--- src/rtl/vec_mem_pkg.sv ---
// Shared definitions for the vector memory-stage sequencer.
//   - vm_state_e : sequencer FSM states
//   - VM_*       : default geometry (lanes, lane width, address width)
//   - lane_lsb() : bit offset of a lane inside a packed lane vector
package vec_mem_pkg;

  localparam int VM_LANES  = 4;
  localparam int VM_DATA_W = 8;
  localparam int VM_ADDR_W = 16;

  typedef enum logic [1:0] {
    IDLE   = 2'd0,
    ACCESS = 2'd1,
    DRAIN  = 2'd2,
    DONE   = 2'd3
  } vm_state_e;

  // Lane k of a packed vector occupies [k*data_w +: data_w].
  function automatic int lane_lsb(input int lane, input int data_w);
    return lane * data_w;
  endfunction

endpackage

--- src/rtl/vector_mem_sequencer.sv ---
// Memory-stage sequencer. It serialises scalar and vector loads and stores
// onto a single-port, lane-wide data memory, one lane per cycle. It holds
// Mem_Finished_o low until every lane has completed.
//
// Ports:
//   Clk_i, Rst_i       clock, synchronous active-high reset
//   Start_i, MemOp_i   instruction present / instruction is a load or store
//   MemWE_i            1 = store, 0 = load
//   Vector_i           1 = LANES-element access, 0 = scalar (lane 0)
//   Addr_i, WData_i    base address and store data (latched at acceptance)
//   DMem*_o            memory address / write enable / read enable / write data
//   DMemRData_i        read data, valid the cycle after DMemRE_o
//   RData_o            registered load result
//   Mem_Finished_o     memory stage complete; pipeline may advance
module vector_mem_sequencer
  import vec_mem_pkg::*;
#(
  parameter int LANES  = VM_LANES,
  parameter int DATA_W = VM_DATA_W,
  parameter int ADDR_W = VM_ADDR_W
) (
  input  logic                    Clk_i,
  input  logic                    Rst_i,
  input  logic                    Start_i,
  input  logic                    MemOp_i,
  input  logic                    MemWE_i,
  input  logic                    Vector_i,
  input  logic [ADDR_W-1:0]       Addr_i,
  input  logic [LANES*DATA_W-1:0] WData_i,
  output logic [ADDR_W-1:0]       DMemAddr_o,
  output logic                    DMemWE_o,
  output logic                    DMemRE_o,
  output logic [DATA_W-1:0]       DMemWData_o,
  input  logic [DATA_W-1:0]       DMemRData_i,
  output logic [LANES*DATA_W-1:0] RData_o,
  output logic                    Mem_Finished_o
);

  localparam int CNT_W = $clog2(LANES);

  vm_state_e state_reg, state_next;

  logic [CNT_W-1:0]        lane_cnt_reg;
  logic [ADDR_W-1:0]       addr_reg;
  logic [LANES*DATA_W-1:0] wdata_reg;
  logic                    we_reg;
  logic                    vec_reg;
  logic [LANES*DATA_W-1:0] rdata_reg;

  // Read data returns one cycle after the read strobe, so the lane that is
  // to be captured is remembered for one cycle.
  logic                    cap_pend_reg;
  logic [CNT_W-1:0]        cap_lane_reg;
  logic                    cap_scalar_reg;

  logic accept;
  logic last_lane;
  logic [DATA_W-1:0] wdata_lanes [LANES];

  assign accept    = Start_i & MemOp_i;
  assign last_lane = vec_reg ? (lane_cnt_reg == CNT_W'(LANES - 1)) : 1'b1;

  generate
    for (genvar gi = 0; gi < LANES; gi++) begin : g_lane
      assign wdata_lanes[gi] = wdata_reg[lane_lsb(gi, DATA_W) +: DATA_W];
    end
  endgenerate

  // State register
  always_ff @(posedge Clk_i) begin
    if (Rst_i) begin
      state_reg <= IDLE;
    end else begin
      state_reg <= state_next;
    end
  end

  // Next-state logic. DONE always returns to IDLE without looking at Start_i,
  // so a held Start_i is never re-accepted for the same instruction.
  always_comb begin
    state_next = state_reg;
    case (state_reg)
      IDLE:    if (accept) state_next = ACCESS;
      ACCESS:  if (last_lane) state_next = we_reg ? DONE : DRAIN;
      DRAIN:   state_next = DONE;
      DONE:    state_next = IDLE;
      default: state_next = IDLE;
    endcase
  end

  // Output logic
  always_comb begin
    DMemAddr_o     = '0;
    DMemWE_o       = 1'b0;
    DMemRE_o       = 1'b0;
    DMemWData_o    = '0;
    Mem_Finished_o = 1'b0;
    case (state_reg)
      IDLE: begin
        Mem_Finished_o = ~accept;
      end
      ACCESS: begin
        // Sum is truncated to ADDR_W bits, so addresses wrap.
        DMemAddr_o  = addr_reg + ADDR_W'(lane_cnt_reg);
        DMemWE_o    = we_reg;
        DMemRE_o    = ~we_reg;
        DMemWData_o = wdata_lanes[lane_cnt_reg];
      end
      DONE: begin
        Mem_Finished_o = 1'b1;
      end
      default: ;
    endcase
  end

  // Operand latch, lane counter and load capture
  always_ff @(posedge Clk_i) begin
    if (Rst_i) begin
      lane_cnt_reg   <= '0;
      addr_reg       <= '0;
      wdata_reg      <= '0;
      we_reg         <= 1'b0;
      vec_reg        <= 1'b0;
      rdata_reg      <= '0;
      cap_pend_reg   <= 1'b0;
      cap_lane_reg   <= '0;
      cap_scalar_reg <= 1'b0;
    end else begin
      if (state_reg == IDLE && accept) begin
        addr_reg     <= Addr_i;
        wdata_reg    <= WData_i;
        we_reg       <= MemWE_i;
        vec_reg      <= Vector_i;
        lane_cnt_reg <= '0;
      end else if (state_reg == ACCESS) begin
        lane_cnt_reg <= last_lane ? '0 : lane_cnt_reg + 1'b1;
      end

      cap_pend_reg   <= (state_reg == ACCESS) & ~we_reg;
      cap_lane_reg   <= lane_cnt_reg;
      cap_scalar_reg <= ~vec_reg;

      // A scalar load zero-fills the upper lanes in the same cycle that it
      // captures lane 0.
      if (cap_pend_reg) begin
        for (int k = 0; k < LANES; k++) begin
          if (cap_lane_reg == CNT_W'(k)) begin
            rdata_reg[lane_lsb(k, DATA_W) +: DATA_W] <= DMemRData_i;
          end else if (cap_scalar_reg) begin
            rdata_reg[lane_lsb(k, DATA_W) +: DATA_W] <= '0;
          end
        end
      end
    end
  end

  assign RData_o = rdata_reg;

endmodule

--- config.mk ---
export PLATFORM = sky130hd
export DESIGN_NAME = vector_mem_sequencer
export DESIGN_NICKNAME = d
export VERILOG_FILES = /design/src/rtl/vec_mem_pkg.sv /design/src/rtl/vector_mem_sequencer.sv
export SDC_FILE = /design/constraint.sdc
export NUM_CORES = 1
export LEC_CHECK = 0
export CAP_MARGIN = 20
export CORE_MARGIN = 1.5
export CORE_UTILIZATION = 32
export CTS_CLUSTER_DIAMETER = 150
export DETAILED_ROUTE_END_ITERATION = 10
export SYNTH_ARGS = -nofsm -noshare
export SYNTH_HDL_FRONTEND = slang
export SYNTH_SLANG_ARGS = --single-unit
--- constraint.sdc ---
create_clock -name Clk_i -period 5.8 [get_ports Clk_i]
set_clock_uncertainty 0.15 [all_clocks]
set_input_delay 1.16 -clock Clk_i [delete_from_list [all_inputs] [get_ports Clk_i]]
set_output_delay 1.16 -clock Clk_i [all_outputs]
set_load 0.005 [all_outputs]
After elaboration in Yosys (flattened, before gate mapping) --
Cells that the tools add are included.
Word-level totals: flip-flop bits (word level) 90, bits of input ports 62, output and inout bits 59
Operators by class: $add $sub $neg 2, magnitude comparators 1, equality and inequality tests 9, muxes and demuxes 19, bitwise operators 6, reduce and logical (&&, ||, !) cells 13
Operators with widths (number):
- two-way mux 8 bit | 8
- adder 16 x 2 -> 16 bit | 1
- binary-select mux 8 bit (select 2 bit) | 1
- two-way mux 16 bit | 1
- equality test 2 bit (second input constant) | 5
- AND reduction 2 bit | 5
- one-hot mux 2 bit (4 select lines) | 1
- nonzero test 2 bit | 4
- two-way mux 2 bit | 3
- equality test 2 x 1 -> 1 bit (second input constant) | 2
- logical NOT 2 bit | 2
- two-way mux 1 bit | 4
- != test 2 bit (second input constant) | 2
- >= comparator 3 bit (second input constant) | 1
- inverter 1 bit | 3
- inverter 2 -> 3 bit | 1
- adder 2 x 1 -> 2 bit (second input constant) | 1
- bitwise AND 1 bit | 2
- one-hot mux 1 bit (2 select lines) | 1
- OR reduction 2 bit | 1
- logical AND 1 bit | 1

Depth between registers and ports, before layout --
depth in word-level cells 5, mapped depth 7, depth with buffers taken out 6

Worst setup path before layout --
No wires, ideal clock.
path kind register to output, from register lane_cnt_reg[0], to output DMemAddr_o[14], arrival 1500 ps, data required time 4490 ps, setup slack 2990 ps, stages on the path, launching flop included 7, path through dfxtp_1 ha_1 fa_1 clkbuf_1 nand3_1 or3_1 a21oi_1
Between the ends: cells in the longest elaborated chain, start to end 2
RTL lines:
- from (decl) | RTL line vector_mem_sequencer.sv:43 | logic [CNT_W-1:0] lane_cnt_reg;
- from (signal assigned) | RTL line vector_mem_sequencer.sv:136 | lane_cnt_reg <= last_lane ? '0 : lane_cnt_reg + 1'b1;
- adder 16 x 2 -> 16 bit | RTL line vector_mem_sequencer.sv:104 | DMemAddr_o = addr_reg + ADDR_W'(lane_cnt_reg);
- two-way mux 16 bit | RTL line vector_mem_sequencer.sv:98 | case (state_reg)
- to (decl) | RTL line vector_mem_sequencer.sv:30 | output logic [ADDR_W-1:0] DMemAddr_o,
Every way passes these cells.

Worst setup path after layout --
Same ends and word-level chain as after synthesis.

==> reports/metrics.cfg <==
[status]
outcome = complete, no violations

[die]
core_region_area_um2 = 11910
overall_die_area_um2 = 12820
ios = 121
initial_util = 0.3265
fp.dieW_um = 113.2
die_h_um = 113.2
placementRows = 40

[global_route]
wire_length_of_the_first_global_routing_pass_um = 16670
vias_in_the_first_global_route = 3466
pin_count_of_the_biggest_net_entering_global_routing = 91
antenna_found_initial = 0
grt_use_total = 0.1641
global_route.overflow_total = 0

[clock_tree]
cts_sinks = 90
post_cts_resize_count = 0
clock_path_buffers = 2
numCtsBuffers = 9
ctsHoldBuffers = 0
cts-root-buf = sky130_fd_sc_hd__clkbuf_16
cts.htree.levels = 3
cts_tree = done
clk_transition_reported_paths_ns = 0.06
clk-insertion-delay-late_ns = 0.33
post-cts-setup-buffer-count = 0

[timing]
unrepaired_setup_endpoints_after_global_routing = no
achievable-frequency_mhz = 235.9
timing_max_transition_violations_final = 0
timing.setup.tns_ns = 0
timing_hold_violations_final = 0
worst-slew-pin-transition_ns = 0.9866
final_min_period_over_clock_period = 0.7308
worst_slew_margin_rel = 0.3407
finalCriticalPeriod_ns = 4.239
timing.final.setup_violations = 0

[worst_setup_path]
worstReg2RegEnd = lane_cnt_reg[0]$_SDFFE_PP0N_
critical_path_arrival_ns = 2.93
path_depth = 6
timing.critical_path.fanout_max = 13
cell_family_with_most_cp_delay = flip-flops
worst_path_max_delay_cell = sky130_fd_sc_hd__dfxtp_1
ff2ff_setup_slack_ns = 3.57
worst_setup_path_end_kind = output port
worst_path_largest_cell_delay_ns = 0.81
crit_path_start = lane_cnt_reg[0]$_SDFFE_PP0N_
timing.reg2reg.worst_path_depth = 6
critical_path.startpoint_type = flop
worst-setup-path-type = reg2out
critical_path.reg2reg.startpoint = state_reg[1]$_SDFFE_PP0P_
timing.critical_path.to = DMemAddr_o[14]
worst-path-buf-inv = 1
timing.critical_path.required_ns = 4.49
path_cells = ha_1 > fa_1 > nand3_1 > or3_1 > a21oi_1 > clkdlybuf4s50_1

[power]
leakagePower_nw = 1.915
cellInternalPower_w = 0.001265
swShare = 0.2720
power.switching_w = 0.0004727
totalPowerFinal_w = 0.001738
seq_power_share = 0.414
pwr-share-comb = 0.208
ir_worst_vdd_uv = 117.5
powerDensity_nw_per_um2 = 315.3
power_frac_clock = 0.378

[drt]
route.detailed.wl_per_inst_um = 14.26
wirelength_um = 10460
route.detailed.drc = 0
ant_nets = 0
firstDrtPassIters = 4
vias_per_cell = 5.012
vias = 3679
initialDrtViolationCount = 192

[synth]
syn-mean-instance-area_um2 = 8.035
synth-edff-count = 0
yosys_most_used_dff = sky130_fd_sc_hd__dfxtp_1
synth.net_count = 554
yosys_warnings = 0
yosys.cell_count.top_type = sky130_fd_sc_hd__nand2_1
asyncSetResetFlopFracSynth = 0
synthTopCellsByArea = sky130_fd_sc_hd__dfxtp_1, sky130_fd_sc_hd__nand2_1, sky130_fd_sc_hd__a21oi_1
yosys-top-cells-count = sky130_fd_sc_hd__nand2_1, sky130_fd_sc_hd__dfxtp_1, sky130_fd_sc_hd__a21oi_1
ys_seq_area_frac = 0.4633
post-synth-top-area-cell = sky130_fd_sc_hd__dfxtp_1
combined_area_of_all_synthesized_cells_um2 = 3889
yosys_register_bits = 90
synth_cell_type_count = 37
number_of_instances_in_the_synthesized_netlist = 484
synth_top_cell_area_share = 0.4633

[place]
gp_congestion = 0.8133
hpwl_after_detailed_placement_um = 7375
port_buffer_count = 120

[hold_path]
timing.hold.worst.class = reg2reg

[layout]
areaGrowthSynthToFinish_pct = 41.73
final_layout_size_suffix_gt1_frac = 0.06133
final_nets = 652
n_antenna_cell = 0

[run]
max_cap_viol_count = 0

==> worst min-delay path by stage <==
stage	startpoint	end	slack (ns)	cells past startpoint
after floorplan	vec_reg$_SDFFE_PP0P_	cap_scalar_reg$_SDFF_PP0_	0.26	1
after global placement	wdata_reg[15]$_SDFFE_PP0P_	wdata_reg[15]$_SDFFE_PP0P_	0.29	2
after detailed placement	vec_reg$_SDFFE_PP0P_	cap_scalar_reg$_SDFF_PP0_	0.29	1
after CTS	wdata_reg[28]$_SDFFE_PP0P_	wdata_reg[28]$_SDFFE_PP0P_	0.30	2
after global routing	wdata_reg[13]$_SDFFE_PP0P_	wdata_reg[13]$_SDFFE_PP0P_	0.32	2
final	wdata_reg[15]$_SDFFE_PP0P_	wdata_reg[15]$_SDFFE_PP0P_	0.30	2
==> cell families after synthesis <==
kind of cell,after synthesis,share of synthesized area
fa+ha+maj,8,0.02767
buf+inv,38,0.03893
flops,90,0.4633
mux,9,0.04891
compound gates,93,0.1223
xor+xnor,12,0.02703
simple gates,234,0.2719
==> power groups by stage <==
stage	combinational, W	sequential, W	clock [W]
after floorplan	0.000210	0.000718	0
after global placement	0.000347	0.000730	0
after detailed placement	0.000360	0.000733	0
after CTS	0.000361	0.000719	0.000670
after global routing	0.000403	0.000727	0.000697
final	0.000362	0.000719	0.000657
==> cells in the final DEF (no fill, tap or decap), drive strengths merged, types with 2 or more instances in the layout <==
cell type / instances
and2: 12
and4: 2
and3: 5
bufinv: 2
mux4: 8
dfxtp: 90
clkinv: 2
nand4: 5
o21ai: 3
nor3b: 2
inv: 2
nand2: 139
a21oi: 87
clkbuf: 13
nor3: 4
clkdlybuf4s50: 119
nor2b: 3
nor2: 17
ha: 7
nand3: 39
or3: 2
buf: 3
xor2: 11
==> worst register-to-register path, stage by stage (launching register included) <==
cell and delay [ns]:
sky130_fd_sc_hd__dfxtp_1 0.33, sky130_fd_sc_hd__inv_1 0.11, sky130_fd_sc_hd__ha_1 0.46, sky130_fd_sc_hd__clkinv_1 0.57
sky130_fd_sc_hd__nor3b_1 0.34, sky130_fd_sc_hd__a21oi_1 0.06, sky130_fd_sc_hd__nor3_1 0.14
==> per-layer routing <==
layer	global-route usage	wire, um	part of all wire	up-vias
li1	-	-	-	1821
met1	0.2126	4675	0.45	1703
met2	0.2646	4829	0.46	134
met3	0.02999	643	0.061	21
met4	0.07917	316	0.030	0
met5	0	0	0	-
==> metrics by stage <==
step,utilization,cells,hold slack [ns],setup slack [ns],cell area [um2]
2_1_floorplan,-,484,0.2569,2.990,3889
3_3_place_gp,0.4317,717,0.2904,1.916,5142
3_5_place_dp,0.4317,717,0.2936,1.887,5142
4_1_cts,0.4610,733,0.3043,1.529,5492
5_1_grt,0.4627,734,0.3171,1.312,5512
6_report,0.4627,734,0.3038,1.561,5512
==> area by class of cell <==
type / instances / area (um2)
timing repair buffer: 122 / 1224
clock buffer: 13 / 280.3
sequential: 90 / 1802
inverter: 3 / 11.26
multi-input combinational: 356 / 1942
fill: 1154 / 6400
clock inverter: 3 / 68.82
tap: 147 / 183.9
No activity file was read; power rests on OpenSTA's default activity.
